==> src/rtl/ex_result_stage_pkg.sv <==
`default_nettype none
// +--------------------------------------------------------------------+
// | Module   : ex_result_stage_pkg                                     |
// | Purpose  : Shared types for the EX result buffer: buffer state     |
// |            encoding, NZCV bit positions and the buffered entry     |
// |            record.                                                 |
// | Revision : 1.0  initial release                                    |
// +--------------------------------------------------------------------+
package ex_result_stage_pkg;

  // Widths of the entry record; the top-level parameters must match these.
  localparam int unsigned EX_RESULT_W = 32;
  localparam int unsigned EX_RD_W     = 5;

  // Bit positions of each flag inside a 4-bit {N,Z,C,V} vector.
  localparam int unsigned FLAG_N = 3;
  localparam int unsigned FLAG_Z = 2;
  localparam int unsigned FLAG_C = 1;
  localparam int unsigned FLAG_V = 0;

  // Occupancy of the two-entry in-order buffer.
  typedef enum logic [1:0] {
    ST_EMPTY = 2'd0,
    ST_ONE   = 2'd1,
    ST_FULL  = 2'd2
  } state_e;

  // One buffered ALU result together with its writeback attributes.
  typedef struct packed {
    logic [EX_RESULT_W-1:0] result;
    logic [EX_RD_W-1:0]     rd;
    logic                   we;
    logic [3:0]             flags;
    logic                   set_flags;
  } entry_t;

  // Pack individual ALU flags into {N,Z,C,V} order.
  function automatic logic [3:0] pack_nzcv(input logic n, input logic z,
                                           input logic c, input logic v);
    logic [3:0] f;
    f         = 4'b0000;
    f[FLAG_N] = n;
    f[FLAG_Z] = z;
    f[FLAG_C] = c;
    f[FLAG_V] = v;
    return f;
  endfunction

endpackage : ex_result_stage_pkg
`default_nettype wire

==> src/rtl/ex_result_stage_nzcv_reg.sv <==
`default_nettype none
// +--------------------------------------------------------------------+
// | Module   : nzcv_reg                                                |
// | Purpose  : Architectural NZCV flag register. Loads d_i when en_i   |
// |            is high; clears to zero on reset.                       |
// | Revision : 1.0  initial release                                    |
// +--------------------------------------------------------------------+
module nzcv_reg (
  input  logic       clk,
  input  logic       rst,
  input  logic       en_i,
  input  logic [3:0] d_i,
  output logic [3:0] q_o
);

  logic [3:0] nzcv_q;
  logic [3:0] nzcv_d;

  // Hold the current flags unless an update is requested.
  always_comb begin
    nzcv_d = nzcv_q;
    if (en_i) begin
      nzcv_d = d_i;
    end
  end

  // Flag storage, cleared by asynchronous reset.
  always_ff @(posedge clk or posedge rst) begin
    if (rst) begin
      nzcv_q <= 4'b0000;
    end else begin
      nzcv_q <= nzcv_d;
    end
  end

  assign q_o = nzcv_q;

endmodule : nzcv_reg
`default_nettype wire

==> src/rtl/ex_result_stage.sv <==
`default_nettype none
// +--------------------------------------------------------------------+
// | Module   : ex_result_stage                                         |
// | Purpose  : Two-entry in-order buffer between the ALU and           |
// |            writeback. Presents the oldest entry on out_* and on    |
// |            the forwarding port. Optional macro EX_NZCV_REG_EN adds |
// |            an architectural NZCV register updated on pop.          |
// | Revision : 1.0  initial release                                    |
// +--------------------------------------------------------------------+
module ex_result_stage
  import ex_result_stage_pkg::*;
#(
  parameter int WIDTH = 32,
  parameter int RD_W  = 5
) (
  input  logic             clk,
  input  logic             rst,
  input  logic             in_valid,
  output logic             in_ready,
  input  logic [WIDTH-1:0] Result,
  input  logic             Carry,
  input  logic             OverFlow,
  input  logic             Zero,
  input  logic             Negative,
  input  logic [RD_W-1:0]  rd,
  input  logic             we,
  input  logic             set_flags,
  input  logic             flush,
  output logic             out_valid,
  input  logic             out_ready,
  output logic [WIDTH-1:0] out_result,
  output logic [RD_W-1:0]  out_rd,
  output logic             out_we,
  output logic [3:0]       out_flags,
  output logic             fwd_valid,
  output logic [RD_W-1:0]  fwd_rd,
  output logic [WIDTH-1:0] fwd_data
`ifdef EX_NZCV_REG_EN
  ,
  output logic [3:0]       nzcv
`endif
);

  // The entry record is sized by the package; reject mismatched overrides.
  if (WIDTH != EX_RESULT_W || RD_W != EX_RD_W) begin : g_width_check
    $error("ex_result_stage: WIDTH/RD_W must match ex_result_stage_pkg");
  end

  state_e state_q;
  state_e state_d;
  logic   in_ready_q;

  entry_t head_q;
  entry_t head_d;
  entry_t tail_q;
  entry_t tail_d;
  entry_t new_entry;

  logic push;
  logic pop;

  assign push = in_valid && in_ready_q;
  assign pop  = out_valid && out_ready;

  // Capture the incoming ALU result; writes to register 0 are suppressed.
  always_comb begin
    new_entry.result    = Result;
    new_entry.rd        = rd;
    new_entry.we        = we && (rd != '0);
    new_entry.flags     = pack_nzcv(Negative, Zero, Carry, OverFlow);
    new_entry.set_flags = set_flags;
  end

  // State register; in_ready is registered from the next state.
  always_ff @(posedge clk or posedge rst) begin
    if (rst) begin
      state_q    <= ST_EMPTY;
      in_ready_q <= 1'b1;
    end else begin
      state_q    <= state_d;
      in_ready_q <= (state_d != ST_FULL);
    end
  end

  // Next-state logic; flush overrides any push or pop in the same cycle.
  always_comb begin
    state_d = state_q;
    if (flush) begin
      state_d = ST_EMPTY;
    end else begin
      case (state_q)
        ST_EMPTY: if (push) state_d = ST_ONE;
        ST_ONE: begin
          if (push && !pop) begin
            state_d = ST_FULL;
          end else if (!push && pop) begin
            state_d = ST_EMPTY;
          end
        end
        ST_FULL:  if (pop) state_d = ST_ONE;
        default:  state_d = ST_EMPTY;
      endcase
    end
  end

  // Output decode of the buffer state.
  always_comb begin
    out_valid = (state_q == ST_ONE) || (state_q == ST_FULL);
    in_ready  = in_ready_q;
  end

  // Slot steering: head always holds the oldest entry, tail the younger.
  always_comb begin
    head_d = head_q;
    tail_d = tail_q;
    case (state_q)
      ST_EMPTY: if (push) head_d = new_entry;
      ST_ONE: begin
        if (push && pop) begin
          head_d = new_entry;
        end else if (push) begin
          tail_d = new_entry;
        end
      end
      ST_FULL:  if (pop) head_d = tail_q;
      default:  ;
    endcase
  end

  // Payload storage carries no reset; validity comes from the state.
  always_ff @(posedge clk) begin
    head_q <= head_d;
    tail_q <= tail_d;
  end

  assign out_result = head_q.result;
  assign out_rd     = head_q.rd;
  assign out_we     = head_q.we;
  assign out_flags  = head_q.flags;

  assign fwd_valid  = out_valid && head_q.we;
  assign fwd_rd     = head_q.rd;
  assign fwd_data   = head_q.result;

`ifdef EX_NZCV_REG_EN
  logic flag_upd;

  // Only a real pop (not one cancelled by flush) may commit flags.
  assign flag_upd = pop && !flush && head_q.set_flags;

  nzcv_reg u_nzcv_reg (
    .clk  (clk),
    .rst  (rst),
    .en_i (flag_upd),
    .d_i  (head_q.flags),
    .q_o  (nzcv)
  );
`endif

endmodule : ex_result_stage
`default_nettype wire

==> config.mk <==
export PLATFORM = sky130hd
export DESIGN_NAME = ex_result_stage
export DESIGN_NICKNAME = d
export VERILOG_FILES = /design/src/rtl/ex_result_stage_pkg.sv /design/src/rtl/ex_result_stage_nzcv_reg.sv /design/src/rtl/ex_result_stage.sv
export SDC_FILE = /design/constraint.sdc
export NUM_CORES = 1
export LEC_CHECK = 0
export BUFFER_PORTS_ARGS = -buffer_cell sky130_fd_sc_hd__buf_2
export CELL_PAD_IN_SITES_DETAIL_PLACEMENT = 0
export CELL_PAD_IN_SITES_GLOBAL_PLACEMENT = 1
export CORE_MARGIN = 4
export CORE_UTILIZATION = 43
export DETAILED_ROUTE_END_ITERATION = 12
export GPL_TIMING_DRIVEN = 0
export HOLD_SLACK_MARGIN = 0.15
export PLACE_DENSITY_LB_ADDON = 0.1
export SLEW_MARGIN = 40
export SYNTH_ARGS = -nofsm -noshare
export SYNTH_HDL_FRONTEND = slang
export SYNTH_SLANG_ARGS = --single-unit
export TNS_END_PERCENT = 10
==> constraint.sdc <==
create_clock -name clk -period 12.5 [get_ports clk]
set_input_delay 2.5 -clock clk [delete_from_list [all_inputs] [get_ports clk]]
set_output_delay 2.5 -clock clk [all_outputs]
set_load 0.02 [all_outputs]
After elaboration in Yosys (flattened, before gate mapping)
Index checks and enable logic that the tools add are counted.
{"block": "word_totals", "reg_bits": 88, "input_bits": 48, "out_inout_bits": 82, "wordCells": 43}
{"block": "op_classes", "eq_ne": 6, "n_mux": 10, "bitwise": 1, "reduce_logical": 15}
{"cell": "$mux W43", "count": 3}
{"cell": "$pmux W43 S3", "count": 1}
{"cell": "$mux W2", "count": 5}
{"cell": "$logic_and A1 B1 Y1", "count": 7}
{"cell": "$ne A2 B2 Y1 const B", "count": 3}
{"cell": "$pmux W2 S3", "count": 1}
{"cell": "$reduce_bool A5 Y1", "count": 1}
{"cell": "$reduce_and A4 Y1", "count": 1}
{"cell": "$reduce_and A3 Y1", "count": 1}
{"cell": "$reduce_bool A3 Y1", "count": 1}
{"cell": "$eq A2 B1 Y1 const B", "count": 1}
{"cell": "$eq A2 B2 Y1 const B", "count": 1}
{"cell": "$logic_not A1 Y1", "count": 2}
{"cell": "$logic_not A2 Y1", "count": 1}
{"cell": "$ne A2 B1 Y1 const B", "count": 1}
{"cell": "$logic_or A1 B1 Y1", "count": 1}
{"cell": "$not A1 Y1", "count": 1}

Logic depth before layout (Yosys ltp)
Gate-level depths: netlist of run 1.
{"block": "depth", "word_depth": 9, "mapped_depth": 7, "ltp_nobuf": 6}

Least setup slack after synthesis of run 1
No wires, ideal clock.
{"block": "synth_path", "path_type": "input -> register", "startpoint": "input in_valid", "endpoint": "register head_q, in the netlist fwd_data[0] (enable)", "setup_time_ns": 0.493, "arrival_ns": 5.684, "t_required_ns": 12.007, "path_slack_ns": 6.322, "path_stages": 3, "path_buffers": 0, "path_cell_list": "a21boi_0 > o22a_1 > nor3_1"}
{"block": "synth_between", "elab_chain_len": 4, "elab_cells_between_ends": 5, "cone_classes": "2 x eq/ne; 3 x reduce/logical"}
{"element": "start, declared", "line": "ex_result_stage.sv:18", "text": "input logic in_valid,"}
{"element": "$logic_and A1 B1 Y1 (*)", "line": "ex_result_stage.sv:62", "text": "assign push = in_valid && in_ready_q;"}
{"element": "$logic_and A1 B1 Y1", "line": "ex_result_stage.sv:119", "text": "if (push && pop) begin"}
{"element": "$ne A2 B1 Y1 (no source line)"}
{"element": "$reduce_and A4 Y1 (no source line) (*)"}
{"element": "end signal, assigned", "line": "ex_result_stage.sv:132", "text": "head_q <= head_d;"}
{"element": "end, declared", "line": "ex_result_stage.sv:53", "text": "entry_t head_q;"}
Every way passes the cells marked *; elsewhere a longest branch is shown, timed or not.
A chain may end at the register's enable or synchronous reset.

Worst setup path in the final report of run 1
{"block": "layout_path", "startpoint": "register state_q[0]", "endpoint": "output fwd_valid"}
{"block": "layout_between", "elab_chain_len": 3, "elab_cells_between_ends": 4, "cone_classes": "2 x eq/ne; 2 x reduce/logical"}
{"element": "start, declared", "line": "ex_result_stage.sv:49", "text": "state_e state_q;"}
{"element": "start signal, assigned", "line": "ex_result_stage.sv:80", "text": "state_q <= state_d;"}
{"element": "$eq A2 B1 Y1 / $eq A2 B2 Y1 (equally long branches)", "line": "ex_result_stage.sv:108", "text": "out_valid = (state_q == ST_ONE) || (state_q == ST_FULL);"}
{"element": "$logic_or A1 B1 Y1 (*)", "line": "ex_result_stage.sv:108"}
{"element": "$logic_and A1 B1 Y1 (*)", "line": "ex_result_stage.sv:141", "text": "assign fwd_valid = out_valid && head_q.we;"}
{"element": "end, declared", "line": "ex_result_stage.sv:35", "text": "output logic fwd_valid,"}
Marks and branches as above.

==> run_results.csv, run 1 <==
group,metric,value,unit
detailed_routing,vias_per_cell,4.57,
logic_synthesis,ys_types,25,
worst_hold_path,hold_path_class,"flop to flop",
worst_hold_path,min_path_cells,1,
logic_synthesis,yosysSeqAreaShare,72.5,%
layout,fillCellCount,713,
logic_synthesis,synthAdderAreaFrac,1.40,%
timing,fin_crit,4.04,ns
global_routing,grt_pass1_wl,10200,microns
logic_synthesis,syn_inst,203,
setup_path,crit_buf_inv,2,
placed_design,pre_cts_slack,8.19,ns
logic_synthesis,synth_compound_area_share,1.99,%
detailed_routing,ant_nets,0,
layout,insertedDiodeCount,0,
global_routing,grt_overflow,0,
floorplanning,fp-row-count,33,
setup_path,crit_fanout,6,
logic_synthesis,yosysTopAreaCell,"edfxtp_1",
global_routing,grt_pass1_vias,2053,
timing,setup_ws,8.46,ns
global_routing,antenna_found_initial,0,
worst_hold_path,hp-start,"tail_q[17]",
power_and_ir_drop,p_comb_share,30.1,%
logic_synthesis,yosysMostFrequentCell,"edfxtp_1",
logic_synthesis,syn_area_per_cell,17.7,sq um
power_and_ir_drop,p_sw,0.000267,W
logic_synthesis,synth_edf_count,84,
setup_path,crit_type,"flop to output port",
timing,clock.fmax,0.247,GHz
power_and_ir_drop,p_leak,1.91,nW
setup_path,endpoint_kind,"output port",
logic_synthesis,synth_mux_area_share,13.3,%
setup_path,r2r_cells,9,
clock_network,clock_sinks,87,
setup_path,critPathMaxStageDelay,0.46,ns
setup_path,cp.required,10.00,ns
timing,relSlewSlack,78.4,%
logic_synthesis,synth_ff_type,"edfxtp_1",
global_routing,grt_max_degree,25,
clock_network,cts_tree,"built",
floorplanning,io_pins,130,
timing,tns,0,ns
placed_design,place_congestion,0.774,
floorplanning,die_h,99.3,microns
detailed_routing,first_pass_iters,4,
floorplanning,start_util,43.8,%
timing,rsz0062_at_grt,"no",
detailed_routing,avgRoutedWirePerCell,14.1,microns
power_and_ir_drop,power_density,182,mW/mm^2
logic_synthesis,synth.top_cells.by_count,"edfxtp_1, mux2_2, buf_4",
layout,num-nets-final,402,
clock_network,htree_num_levels,3,
clock_network,post_cts_buffers,0,
layout,drive_above_1_share,66.5,%
clock_network,clk_transition_reported_paths,0.09,ns
setup_path,path_cells,"inv_1, ha_1, and2_1, buf_2",
logic_synthesis,synthSimpleGateAreaFrac,1.64,%
logic_synthesis,synth_xor_xnor_area_share,0.244,%
power_and_ir_drop,totalPowerFinal,0.000845,W
clock_network,cts_inserted_buffers,9,
run_status,outcome,"finished, final reports clean",
timing,drv_slew,0,
timing,worst_pin_slew,0.322,ns
clock_network,root_buffer,"clkbuf_8",
setup_path,crit_path_start,"state_q[0]",
placed_design,portBuffers,128,
logic_synthesis,synth_top_area_share,70.4,%
power_and_ir_drop,intPower,0.000578,W
logic_synthesis,mappedNetlistArea,0.00358,sq mm
logic_synthesis,synth_top_family_by_area,"multiplexers",
clock_network,cts-hold-fix-buffers,0,
detailed_routing,vias,2104,
setup_path,critical_path_arrival,1.54,ns
logic_synthesis,ys_seq_elements,87,
logic_synthesis,synth_warnings,0,
setup_path,cp_slowest_cell,"dfrtp_1",
logic_synthesis,synth.area.top_cells,"edfxtp_1, mux2_2, buf_4",
floorplanning,design.die.area,0.00986,sq mm
clock_network,ctsResizeCount,0,
logic_synthesis,synthArstFlopShare,3.45,%
power_and_ir_drop,power_frac_clock,22.7,%
setup_path,startpoint_type,"flop",
clock_network,insertion_delay,0.34,ns
detailed_routing,first_iter_violations,41,
timing,final.period_utilization,32.3,%
setup_path,cp.depth,4,
clock_network,clock_path_buffers,2,
power_and_ir_drop,ir_worst_vdd,0.0893,mV
logic_synthesis,synthesis.nets,255,
power_and_ir_drop,sw_frac_of_total,31.6,%
global_routing,grt_util_all_layers,13.4,%
setup_path,reg2reg_from,"state_q[0]",
setup_path,critical_path.top_delay_family,"flip-flops",
timing,hold_violations,0,
power_and_ir_drop,seq_power_share,47.2,%
floorplanning,die_w,99.3,microns
job,max_cap_viol_count,0,
timing,fin_skew,0.00919,ns
floorplanning,core-area,0.00818,sq mm
detailed_routing,routed_wl,6510,microns
placed_design,place_hpwl,4920,microns
timing,setup_viol,0,
detailed_routing,drc,0,
layout,syn_to_final_growth,29.2,%
[final timing paths]
path	to	slack, ns
max	fwd_valid	8.46
min	fwd_data[6]	0.55
max reg2reg	fwd_data[1]	9.95
min reg2reg	fwd_data[6]	0.55
max in group asynchronous	in_ready	10.29
min in group asynchronous	state_q[0]	2.00
[stage by stage]
| step | cell area, sq um | utilization (%) | hold slack, ns | instances |
|---|---|---|---|---|
| floorplan | 3580 | - | 0.523 | 203 |
| global placement | 4360 | 53.3 | 0.528 | 436 |
| detailed placement | 4430 | 54.2 | 0.531 | 444 |
| CTS | 4630 | 56.6 | 0.547 | 460 |
| global route | 4630 | 56.6 | 0.562 | 460 |
| finish | 4630 | 56.6 | 0.546 | 460 |
[placed cells by master (no fill, tap or decap), drive strengths merged, types with 2 or more instances in the layout]
| cell | count |
|---|---|
| dfrtp | 2 |
| clkinv | 3 |
| nor3 | 2 |
| and2 | 2 |
| edfxtp | 84 |
| buf | 177 |
| nand3 | 2 |
| clkbuf | 10 |
| ha | 4 |
| inv | 6 |
| o211ai | 2 |
| a21boi | 2 |
| nand2 | 4 |
| clkinvlp | 2 |
| mux2 | 42 |
[worst reg2reg max path, cell delays in order (launching register included)]
cell and delay (ns):
dfrtp_1 0.46, inv_1 0.10, ha_1 0.35, nand2_1 0.14, o22a_1 0.21, nor3_2 0.29
buf_4 0.22, buf_4 0.17, buf_4 0.16, buf_4 0.17
[registers in the layout (all words and copies together) (netlist names)]
signal / flops
out_we: 1
fwd_data: 32
tail_q: 42
state_q: 2
out_flags: 4
fwd_rd: 5
in_ready: 1
[area by class of cell]
cell class                 instances  area (sq um)  area share, %
sequential                        87          2600           56.1
timing repair buffer             136           711           15.3
multi-input combinational         69           671           14.5
buffer                            42           302           6.51
tap                              105           131           2.84
clock buffer                       9           124           2.67
clock inverter                     7          72.6           1.57
inverter                           5          21.3          0.459
[power groups by stage]
stage                     sequential, W  combinational, W  clock (W)
final                          0.000399          0.000255   0.000192
after global routing           0.000405          0.000271   0.000211
after CTS                      0.000400          0.000259   0.000198
after detailed placement       0.000406          0.000259          0
after global placement         0.000412          0.000244          0
after floorplan                0.000449          0.000125          0
[metal layers]
layer | global-route usage, % | wire (microns) | up-vias
met5 | 0 | 0 | -
met4 | 5.99 | 106 | 0
met3 | 2.88 | 422 | 10
met2 | 22.0 | 3250 | 69
met1 | 17.1 | 2730 | 1010
li1 | - | - | 1015
[cells by family (layout without fill, tap and decap cells)]
| family | count (synthesis) | after routing |
|---|---|---|
| buffers and inverters | 47 | 199 |
| and+or+nand+nor | 12 | 12 |
| xor gates and xnor gates | 1 | 1 |
| DFF | 87 | 87 |
| muxes | 42 | 42 |
| AOI/OAI and AO/OA | 10 | 10 |
| adders and majority gates | 4 | 4 |
Note: power is estimated with default switching activity, not from simulation.
==> inputs of run 2 (changes only) <==
--- a/config.mk
+++ b/config.mk
@@ -9,7 +9,7 @@
 export CELL_PAD_IN_SITES_DETAIL_PLACEMENT = 0
 export CELL_PAD_IN_SITES_GLOBAL_PLACEMENT = 1
 export CORE_MARGIN = 4
-export CORE_UTILIZATION = 43
+export CORE_UTILIZATION = 40
 export DETAILED_ROUTE_END_ITERATION = 12
 export GPL_TIMING_DRIVEN = 0
 export HOLD_SLACK_MARGIN = 0.15
==> constraint.sdc (replaced) <==
create_clock -name clk -period 4.2 [get_ports clk]
set_input_delay 0.84 -clock clk [delete_from_list [all_inputs] [get_ports clk]]
set_output_delay 0.84 -clock clk [all_outputs]
set_load 0.02 [all_outputs]
==> run_results.csv, run 2 (synthesis gave the netlist of run 1 again) <==
group,metric,value,unit
setup_path,startpoint_type,"flop",
detailed_routing,avgRoutedWirePerCell,14.7,microns
layout,syn_to_final_growth,29.6,%
setup_path,critical_path.top_delay_family,"simple AND/OR/NAND/NOR gates",
setup_path,critical_path_arrival,2.49,ns
timing,clock.fmax,0.411,GHz
floorplanning,die_h,103,microns
global_routing,antenna_found_initial,0,
clock_network,htree_num_levels,3,
clock_network,cts_inserted_buffers,9,
layout,largest_reg_flops,42,
timing,fin_skew,0.00925,ns
detailed_routing,first_pass_iters,4,
timing,drv_slew,0,
clock_network,cts_tree,"built",
clock_network,root_buffer,"clkbuf_8",
layout,fillCellCount,751,
detailed_routing,routed_wl,6740,microns
setup_path,crit_type,"flop to flop",
timing,tns,0,ns
global_routing,grt_util_all_layers,12.7,%
layout,num-nets-final,399,
detailed_routing,vias,2120,
power_and_ir_drop,ir_worst_vdd,0.184,mV
floorplanning,die_w,103,microns
layout,largest-register,"tail_q",
floorplanning,start_util,41.1,%
clock_network,insertion_delay,0.35,ns
layout,drive_above_1_share,66.2,%
timing,setup_viol,0,
floorplanning,design.die.area,0.0105,sq mm
timing,final.period_utilization,57.9,%
clock_network,post_cts_buffers,0,
detailed_routing,first_iter_violations,72,
setup_path,crit_buf_inv,3,
job,max_cap_viol_count,0,
power_and_ir_drop,power_density,544,mW/mm^2
timing,whs,0.345,ns
detailed_routing,drc,0,
placed_design,place_congestion,0.805,
setup_path,cp.required,4.26,ns
placed_design,placedInstanceArea,0.00445,sq mm
global_routing,grt_pass1_vias,1992,
setup_path,critPathMaxStageDelay,0.46,ns
placed_design,portBuffers,128,
clock_network,clock_path_buffers,2,
power_and_ir_drop,p_leak,1.91,nW
timing,hold_violations,0,
run_status,outcome,"finished, final reports clean",
setup_path,cp_slowest_cell,"nor3_4",
clock_network,cts-hold-fix-buffers,0,
global_routing,grt_max_degree,41,
global_routing,grt_overflow,0,
timing,worst_pin_slew,0.515,ns
layout,insertedDiodeCount,0,
layout,final_cell_mix,"buf_2, edfxtp_1, mux2_2, buf_4, clkbuf_8",
floorplanning,core-area,0.00872,sq mm
layout,design_area,0.00465,sq mm
floorplanning,fp-row-count,34,
clock_network,clk_transition_reported_paths,0.08,ns
timing,rsz0062_at_grt,"no",
layout,final_util,53.3,%
floorplanning,io_pins,130,
setup_path,crit_fanout,10,
clock_network,clock_sinks,87,
worst_hold_path,hold_path_class,"input port to asynchronous set/reset pin",
timing,relSlewSlack,65.6,%
detailed_routing,ant_nets,0,
layout,layout_commonest_cell,"buf_2",
timing,fin_crit,2.43,ns
setup_path,path_cells,"inv_1, ha_1, nand2_1, o22a_1, nor3_4, buf_6, buf_8",
setup_path,endpoint_kind,"flop",
clock_network,ctsResizeCount,0,
placed_design,place_hpwl,4880,microns
detailed_routing,vias_per_cell,4.61,
global_routing,grt_pass1_wl,10100,microns
-- run 2: metal layers --
| layer | track usage, % | routed length [microns] |
|---|---|---|
| met4 | 5.45 | 122 |
| met3 | 2.57 | 472 |
| met2 | 20.6 | 3250 |
| met5 | 0 | 0 |
| met1 | 16.6 | 2890 |
-- run 2: path summary, 6_finish.rpt --
| check | startpoint | end | slack [ns] | cells after the start |
|---|---|---|---|---|
| min in group clk | tail_q[29] | fwd_data[18] | 0.54 | 1 |
| min reg2reg | tail_q[29] | fwd_data[18] | 0.54 | 1 |
| max reg2reg | state_q[0] | fwd_rd[3] | 1.77 | 7 |
| min | rst | state_q[1] | 0.34 | 2 |
| max in group asynchronous | rst | in_ready | 3.65 | 2 |
| max | state_q[0] | fwd_rd[3] | 1.77 | 7 |
-- run 2: layout make-up --
class	instances	area, sq um	area share [%]
flip-flops and latches	87	2600	55.9
plain buffers	42	302	6.49
clock buffers	10	128	2.75
well taps	108	135	2.91
multi-input cells	69	677	14.6
repair buffers	133	717	15.4
inverters	5	21.3	0.458
clock inverters	6	68.8	1.48
-- run 2: per-stage QoR --
stage	instances	power, W	setup slack (ns)
floorplan	203	0.00170	0.838
global placement	439	0.00195	-0.275
detailed placement	444	0.00199	1.70
CTS	460	0.00258	1.72
global route	460	0.00266	1.58
finish	460	0.00253	1.77
-- run 2: power breakdown --
group / internal [W] / switching, W / total, W
Sequential: 0.00113 / 0.0000564 / 0.00119
Clock: 0.000279 / 0.000297 / 0.000575
Combinational: 0.000320 / 0.000448 / 0.000769
Total: 0.00173 / 0.000801 / 0.00253
